**src/rtl/cpu_ctrl_pkg.sv**
```systemverilog
// Shared definitions for the multi-cycle control sequencer of the 16-bit RISC core.
// State codes are visible on O_state for debug and must not be renumbered.
package cpu_ctrl_pkg;

  localparam int unsigned PC_W_DEF     = 16;
  localparam logic [15:0] RESET_PC_DEF = 16'h0000;

  typedef enum logic [2:0] {
    ST_RST    = 3'd0,
    ST_FETCH  = 3'd1,
    ST_DECODE = 3'd2,
    ST_REGRD  = 3'd3,
    ST_ALU    = 3'd4,
    ST_MEM    = 3'd5,
    ST_WB     = 3'd6,
    ST_HALT   = 3'd7
  } state_e;

  // Stages that own the memory port; the only ones in which I_mem_ack matters.
  function automatic logic uses_mem_port(state_e st);
    return (st == ST_FETCH) || (st == ST_MEM);
  endfunction

endpackage

```
**src/rtl/cpu_ctrl_seq_if.sv**
```systemverilog
// Memory request/acknowledge bus between the sequencer (master) and the memory port (slave).
interface cpu_ctrl_seq_if
  import cpu_ctrl_pkg::*;
#(
  parameter int unsigned PC_W = PC_W_DEF
) ();

  logic            O_mem_req;
  logic            O_mem_we;
  logic [PC_W-1:0] O_mem_addr;
  logic            I_mem_ack;

  modport master (
    output O_mem_req,
    output O_mem_we,
    output O_mem_addr,
    input  I_mem_ack
  );

  modport slave (
    input  O_mem_req,
    input  O_mem_we,
    input  O_mem_addr,
    output I_mem_ack
  );

endinterface

```
**src/rtl/cpu_ctrl_pc.sv**
```systemverilog
// Program counter: word-addressed +1 increment or branch target, applied on the update strobe.
module cpu_ctrl_pc
  import cpu_ctrl_pkg::*;
#(
  parameter int unsigned     PC_W     = PC_W_DEF,
  parameter logic [PC_W-1:0] RESET_PC = PC_W'(RESET_PC_DEF)
) (
  input  logic            clk,
  input  logic            rst_n,
  input  logic            upd,
  input  logic            br_q,
  input  logic [PC_W-1:0] res_q,
  output logic [PC_W-1:0] pc
);

  logic [PC_W-1:0] pc_q;
  logic [PC_W-1:0] pc_d;

  always_comb begin
    // NOTE: hold value assigned first so every path writes pc_d; a missing branch would infer a latch.
    pc_d = pc_q;
    if (upd) begin
      pc_d = br_q ? res_q : pc_q + PC_W'(1);
    end
  end

  always_ff @(posedge clk or negedge rst_n) begin
    // NOTE: non-blocking so every flop samples pre-edge values regardless of block ordering.
    if (!rst_n) begin
      pc_q <= RESET_PC;
    end else begin
      pc_q <= pc_d;
    end
  end

  assign pc = pc_q;

endmodule

```
**src/rtl/cpu_ctrl_seq.sv**
```systemverilog
// Multi-cycle control sequencer: FETCH, DECODE, REGREAD, ALU, optional MEM, WB; one instruction at a time.
// Optional retired-instruction counter on O_retired when CPU_CTRL_RETIRE_CNT_EN is defined.
module cpu_ctrl_seq
  import cpu_ctrl_pkg::*;
#(
  parameter int unsigned     PC_W     = PC_W_DEF,
  parameter logic [PC_W-1:0] RESET_PC = PC_W'(RESET_PC_DEF)
) (
  input  logic            I_clk,
  input  logic            I_rst_n,
  cpu_ctrl_seq_if.master  mem,
  input  logic            I_dec_memop,
  input  logic            I_dec_store,
  input  logic            I_dec_regwr,
  input  logic            I_alu_branch,
  input  logic [PC_W-1:0] I_alu_result,
  input  logic            I_halt_req,
  output logic [PC_W-1:0] O_pc,
  output logic            O_en_fetch,
  output logic            O_en_decode,
  output logic            O_en_regrd,
  output logic            O_en_alu,
  output logic            O_en_regwr,
  output logic            O_halted,
  output logic [2:0]      O_state
`ifdef CPU_CTRL_RETIRE_CNT_EN
  ,
  output logic [15:0]     O_retired
`endif
);

  state_e          state_q, state_d;
  logic            br_q, br_d;
  logic [PC_W-1:0] res_q, res_d;
  logic            mem_ack;
  logic            wb_exit;

  // Ack is only meaningful while this sequencer owns the memory port.
  assign mem_ack = mem.I_mem_ack && uses_mem_port(state_q);
  assign wb_exit = (state_q == ST_WB);

  always_comb begin
    state_d = state_q;
    unique case (state_q)
      ST_RST:    state_d = ST_FETCH;
      ST_FETCH:  if (mem_ack) state_d = ST_DECODE;
      ST_DECODE: state_d = ST_REGRD;
      ST_REGRD:  state_d = ST_ALU;
      ST_ALU:    state_d = I_dec_memop ? ST_MEM : ST_WB;
      ST_MEM:    if (mem_ack) state_d = ST_WB;
      ST_WB:     state_d = I_halt_req ? ST_HALT : ST_FETCH;
      ST_HALT:   if (!I_halt_req) state_d = ST_FETCH;
      default:   state_d = ST_RST;
    endcase
  end

  // The ALU resolves on the falling edge inside ALU, so its outputs are captured on the exit edge.
  always_comb begin
    br_d  = br_q;
    res_d = res_q;
    if (state_q == ST_ALU) begin
      br_d  = I_alu_branch;
      res_d = I_alu_result;
    end
  end

  always_ff @(posedge I_clk or negedge I_rst_n) begin
    if (!I_rst_n) begin
      state_q <= ST_RST;
      br_q    <= 1'b0;
      res_q   <= '0;
    end else begin
      state_q <= state_d;
      br_q    <= br_d;
      res_q   <= res_d;
    end
  end

  cpu_ctrl_pc #(
    .PC_W     (PC_W),
    .RESET_PC (RESET_PC)
  ) u_pc (
    .clk   (I_clk),
    .rst_n (I_rst_n),
    .upd   (wb_exit),
    .br_q  (br_q),
    .res_q (res_q),
    .pc    (O_pc)
  );

  // Moore decode from state_q; only the fetch load strobe also qualifies on the ack.
  always_comb begin
    mem.O_mem_req  = 1'b0;
    mem.O_mem_we   = 1'b0;
    mem.O_mem_addr = '0;
    O_en_fetch     = 1'b0;
    O_en_decode    = 1'b0;
    O_en_regrd     = 1'b0;
    O_en_alu       = 1'b0;
    O_en_regwr     = 1'b0;
    O_halted       = 1'b0;
    unique case (state_q)
      ST_FETCH: begin
        mem.O_mem_req  = 1'b1;
        mem.O_mem_addr = O_pc;
        O_en_fetch     = mem_ack;
      end
      ST_DECODE: O_en_decode = 1'b1;
      ST_REGRD:  O_en_regrd  = 1'b1;
      ST_ALU:    O_en_alu    = 1'b1;
      ST_MEM: begin
        mem.O_mem_req  = 1'b1;
        mem.O_mem_we   = I_dec_store;
        mem.O_mem_addr = res_q;
      end
      ST_WB:     O_en_regwr  = I_dec_regwr;
      ST_HALT:   O_halted    = 1'b1;
      default:   ;
    endcase
  end

  assign O_state = state_q;

`ifdef CPU_CTRL_RETIRE_CNT_EN
  logic [15:0] retired_q, retired_d;

  always_comb begin
    retired_d = retired_q;
    if (wb_exit) begin
      retired_d = retired_q + 16'd1;
    end
  end

  always_ff @(posedge I_clk or negedge I_rst_n) begin
    if (!I_rst_n) begin
      retired_q <= '0;
    end else begin
      retired_q <= retired_d;
    end
  end

  assign O_retired = retired_q;
`endif

endmodule

```
**src/flat_wrapper.sv**
```systemverilog
// flat-port wrapper written by rule: the top's interface ports become plain ports
module cpu_ctrl_seq_flat import cpu_ctrl_pkg::*;
#(
  parameter int unsigned     PC_W     = PC_W_DEF,
  parameter logic [PC_W-1:0] RESET_PC = PC_W'(RESET_PC_DEF)
)
  (I_clk, I_rst_n, I_dec_memop, I_dec_store, I_dec_regwr, I_alu_branch, I_alu_result, I_halt_req, O_pc, O_en_fetch, O_en_decode, O_en_regrd, O_en_alu, O_en_regwr, O_halted, O_state, mem_O_mem_req, mem_O_mem_we, mem_O_mem_addr, mem_I_mem_ack);
  cpu_ctrl_seq_if #(.PC_W(PC_W)) mem_i ();
  input  logic I_clk;
  input  logic I_rst_n;
  input  logic I_dec_memop;
  input  logic I_dec_store;
  input  logic I_dec_regwr;
  input  logic I_alu_branch;
  input  logic [PC_W-1:0] I_alu_result;
  input  logic I_halt_req;
  output logic [PC_W-1:0] O_pc;
  output logic O_en_fetch;
  output logic O_en_decode;
  output logic O_en_regrd;
  output logic O_en_alu;
  output logic O_en_regwr;
  output logic O_halted;
  output logic [2:0] O_state;
  output wire logic [$bits(mem_i.O_mem_req)-1:0] mem_O_mem_req;
  output wire logic [$bits(mem_i.O_mem_we)-1:0] mem_O_mem_we;
  output wire logic [$bits(mem_i.O_mem_addr)-1:0] mem_O_mem_addr;
  input wire logic [$bits(mem_i.I_mem_ack)-1:0] mem_I_mem_ack;
  assign mem_O_mem_req = mem_i.O_mem_req;
  assign mem_O_mem_we = mem_i.O_mem_we;
  assign mem_O_mem_addr = mem_i.O_mem_addr;
  assign mem_i.I_mem_ack = mem_I_mem_ack;
  cpu_ctrl_seq #(.PC_W(PC_W), .RESET_PC(RESET_PC)) u_core (.I_clk(I_clk), .I_rst_n(I_rst_n), .mem(mem_i), .I_dec_memop(I_dec_memop), .I_dec_store(I_dec_store), .I_dec_regwr(I_dec_regwr), .I_alu_branch(I_alu_branch), .I_alu_result(I_alu_result), .I_halt_req(I_halt_req), .O_pc(O_pc), .O_en_fetch(O_en_fetch), .O_en_decode(O_en_decode), .O_en_regrd(O_en_regrd), .O_en_alu(O_en_alu), .O_en_regwr(O_en_regwr), .O_halted(O_halted), .O_state(O_state));
endmodule
```
**config.mk**
```make
export PLATFORM = sky130hd
export DESIGN_NAME = cpu_ctrl_seq_flat
export DESIGN_NICKNAME = d
export VERILOG_FILES = /design/src/rtl/cpu_ctrl_pkg.sv /design/src/rtl/cpu_ctrl_seq_if.sv /design/src/rtl/cpu_ctrl_pc.sv /design/src/rtl/cpu_ctrl_seq.sv /design/src/flat_wrapper.sv
export SDC_FILE = /design/constraint.sdc
export NUM_CORES = 1
export LEC_CHECK = 0
export CAP_MARGIN = 30
export CORE_MARGIN = 5
export CORE_UTILIZATION = 51
export DETAILED_ROUTE_END_ITERATION = 8
export GPL_TIMING_DRIVEN = 0
export PLACE_DENSITY_LB_ADDON = 0.2
export REMOVE_ABC_BUFFERS = 1
export SLEW_MARGIN = 25
export SYNTH_ARGS = -nofsm -noshare
export SYNTH_HDL_FRONTEND = slang
export SYNTH_HIERARCHICAL = 1
export SYNTH_SLANG_ARGS = --single-unit
```
**constraint.sdc**
```tcl
create_clock -name I_clk -period 4.5 [get_ports I_clk]
set_input_delay 0.675 -clock I_clk [delete_from_list [all_inputs] [get_ports I_clk]]
set_output_delay 0.675 -clock I_clk [all_outputs]
set_load 0.01 [all_outputs]
```
==> results.json <==
{
  "synthCells": 220,
  "crit_path_end": "O_en_regwr",
  "slew_viol_final": 0,
  "fmax_mhz": 295,
  "fin_hold_ws_ps": 292,
  "path_cells": "nor3b_2, buf_6, and2_1, clkdlybuf4s50_1",
  "ys_seq_elements": 36,
  "drcViolationCount": 0,
  "r2r-start": "u_core/O_state[2]",
  "cp.depth": 4,
  "post_dp_cell_area_um2": 2870,
  "grt_pass1_vias": 1903,
  "hold_viol": 0,
  "grt_overflow": 0,
  "antenna_found_initial": 0,
  "yosysWarningCount": 6,
  "ios": 67,
  "worstHoldPathType": "primary input to async pin",
  "path_delay_family": "simple AND/OR/NAND/NOR gates",
  "drtPass1Iterations": 4,
  "grtUsageMet3_pct": 5.41,
  "port_buffers": 66,
  "slowest_delay_ps": 800,
  "fp-row-count": 23,
  "gr-usage-met1_pct": 28.2,
  "antenna_left": 0,
  "synth-edff-count": 0,
  "core-area_um2": 4090,
  "ff2ff_setup_slack_ps": 2100,
  "syn2layout_area_growth_pct": 36.0,
  "clk_latency_ps": 290,
  "via_per_inst": 5.82,
  "finalCritPeriodShare_pct": 75.3,
  "grt.total_usage_pct": 20.8,
  "clock-sinks": 36,
  "critical_path.startpoint": "u_core/O_state[2]",
  "cap_violations": 0,
  "cts_buffers": 5,
  "cts.reportedPaths.clkPinSlew_ps": 80,
  "cp_max_fo": 28,
  "post_cts_buffers": 0,
  "vdd_drop_max_uv": 410,
  "setup_ws_ps": 1110,
  "drive_above_1_share_pct": 14.8,
  "arrival_ps": 2720,
  "cp-start-kind": "register",
  "n_antenna_cell": 0,
  "status": "complete, no violations",
  "die_y_um": 75.4,
  "slew_headroom_pct": 44.9,
  "root_buffer": "clkbuf_8",
  "r2r-end": "u_core/u_pc/pc[7]",
  "yosysUniqueCellTypes": 46,
  "grt_max_degree": 29,
  "cts_tree": "built",
  "worstMarginPinSlew_ps": 826,
  "critPathBufInv": 2,
  "synth_flop_cell": "dfrtp_1",
  "dp_hpwl_mm": 3.90,
  "final_area_um2": 2970,
  "place_congestion": 0.865,
  "floorplan.die_area_um2": 5680,
  "power.density_nw_per_um2": 718,
  "num-nets-final": 307,
  "synth.avg_cell_area_um2": 9.91,
  "clockBufferDepth": 2,
  "rsz0062_at_grt": "false",
  "die_w_um": 75.4,
  "endpoint_kind": "primary output",
  "reg2regPathDepth": 4,
  "drtIter0Drc": 146,
  "avgRoutedWirePerCell_um": 16.5,
  "pre_cts_slack_ps": 1430,
  "fin_skew_ps": 9.89,
  "final_common_cell": "clkdlybuf4s50_1",
  "async_flop_share_pct": 100,
  "final_cell_mix": "65 x clkdlybuf4s50_1, 35 x dfrtp_1, 28 x nor2_1, 18 x mux2i_1, 14 x nand2_1",
  "grt-busiest-layer": "met2",
  "wl_mm": 5.48,
  "grt_pass1_wl_mm": 9.16,
  "cts_max_level": 2,
  "holdBufCountCts": 0,
  "synth.cell_area_um2": 2180,
  "crit_type": "register to primary output",
  "required_ps": 3830,
  "start_util_pct": 53.4,
  "fillers": 316,
  "fin_crit_ps": 3390,
  "cp_slowest_cell": "dfrtp_2",
  "p_leak_nw": 1.23,
  "ys_seq_area_share_pct": 41.3,
  "cts_resized": 0,
  "vias": 1937,
  "use_met2_pct": 34.1,
  "setup_viol": 0
}
==> area by class of cell <==
cell class	count	area (um2)	share of cell area, %
Inverter	4	15.0	0.506
Sequential cell	36	902	30.4
Clock inverter	2	10.0	0.337
Tap cell	50	62.6	2.11
Clock buffer	6	82.6	2.78
Timing Repair Buffer	70	721	24.3
Multi-Input combinational cell	165	1170	39.6
==> stage by stage <==
stage	total power, mW	utilization, %	setup TNS (ps)	cells
after global routing	2.29	72.6	0	333
after global placement	1.85	68.7	-2970	321
after floorplan	1.34	-	0	205
after CTS	2.14	72.6	0	333
final	2.13	72.6	0	333
after detailed placement	1.90	70.3	0	325
==> routing by layer <==
layer | part of all wire (%) | wire (um) | up-vias
li1 | - | - | 928
met1 | 46 | 2500 | 940
met2 | 48 | 2610 | 65
met3 | 6.2 | 339 | 4
met4 | 0.51 | 28 | 0
met5 | 0 | 0 | -
==> worst register-to-register path: cells and delay by family (launching register included) <==
family / cells / cell delay (ps)
compound gates: 1 / 360
buf+inv: 1 / 250
flops: 1 / 800
simple gates: 2 / 880
==> worst min path at each step <==
stage | start | to | slack, ps | depth (start not counted)
2_1_floorplan | I_rst_n | u_core/O_state[0] | 380 | 0
3_3_place_gp | u_core/res_q[2] | u_core/res_q[2] | 520 | 1
3_5_place_dp | u_core/res_q[15] | u_core/res_q[15] | 520 | 1
4_1_cts | I_rst_n | u_core/O_state[1] | 300 | 1
5_1_grt | I_rst_n | u_core/O_state[1] | 300 | 1
6_report | I_rst_n | u_core/res_q[11] | 290 | 1
==> flip-flops by register name, indices dropped and copies added (netlist names) <==
register / flops
u_core/u_pc/pc: 16
u_core/br_q: 1
u_core/res_q: 16
u_core/O_state: 3
==> logic make-up (layout without fill, tap and decap cells) <==
kind of cell             count (synthesis)  after routing  synth area share, %
adder cells (fa/ha/maj)                  1              1                0.574
flip-flops                              36             36                 41.3
AO/OA/AOI/OAI                           41             41                 12.2
multiplexers                            37             37                 19.6
buffers and inverters                   19             82                 5.11
AND/OR/NAND/NOR                         86             86                 21.2
==> power breakdown <==
| group | switching (mW) | internal [mW] | total [mW] |
|---|---|---|---|
| clock network | 0.113 | 0.122 | 0.235 |
| logic | 0.445 | 0.662 | 1.11 |
| registers | 0.306 | 0.480 | 0.786 |
==> Yosys cell counts (5+ instances only) <==
library cell | instances | area [um2]
mux2_2 | 10 | 113
o21ai_0 | 10 | 50.1
dfrtp_1 | 36 | 901
clkbuf_1 | 5 | 18.8
nand2_1 | 14 | 52.6
nand3_1 | 10 | 50.1
o22ai_1 | 5 | 31.3
and3_1 | 5 | 31.3
mux2i_1 | 18 | 180
mux2_4 | 9 | 135
nor2_1 | 28 | 105
a21oi_1 | 11 | 55.1
nand4_1 | 5 | 31.3
No activity file was read; power rests on OpenSTA's default activity.
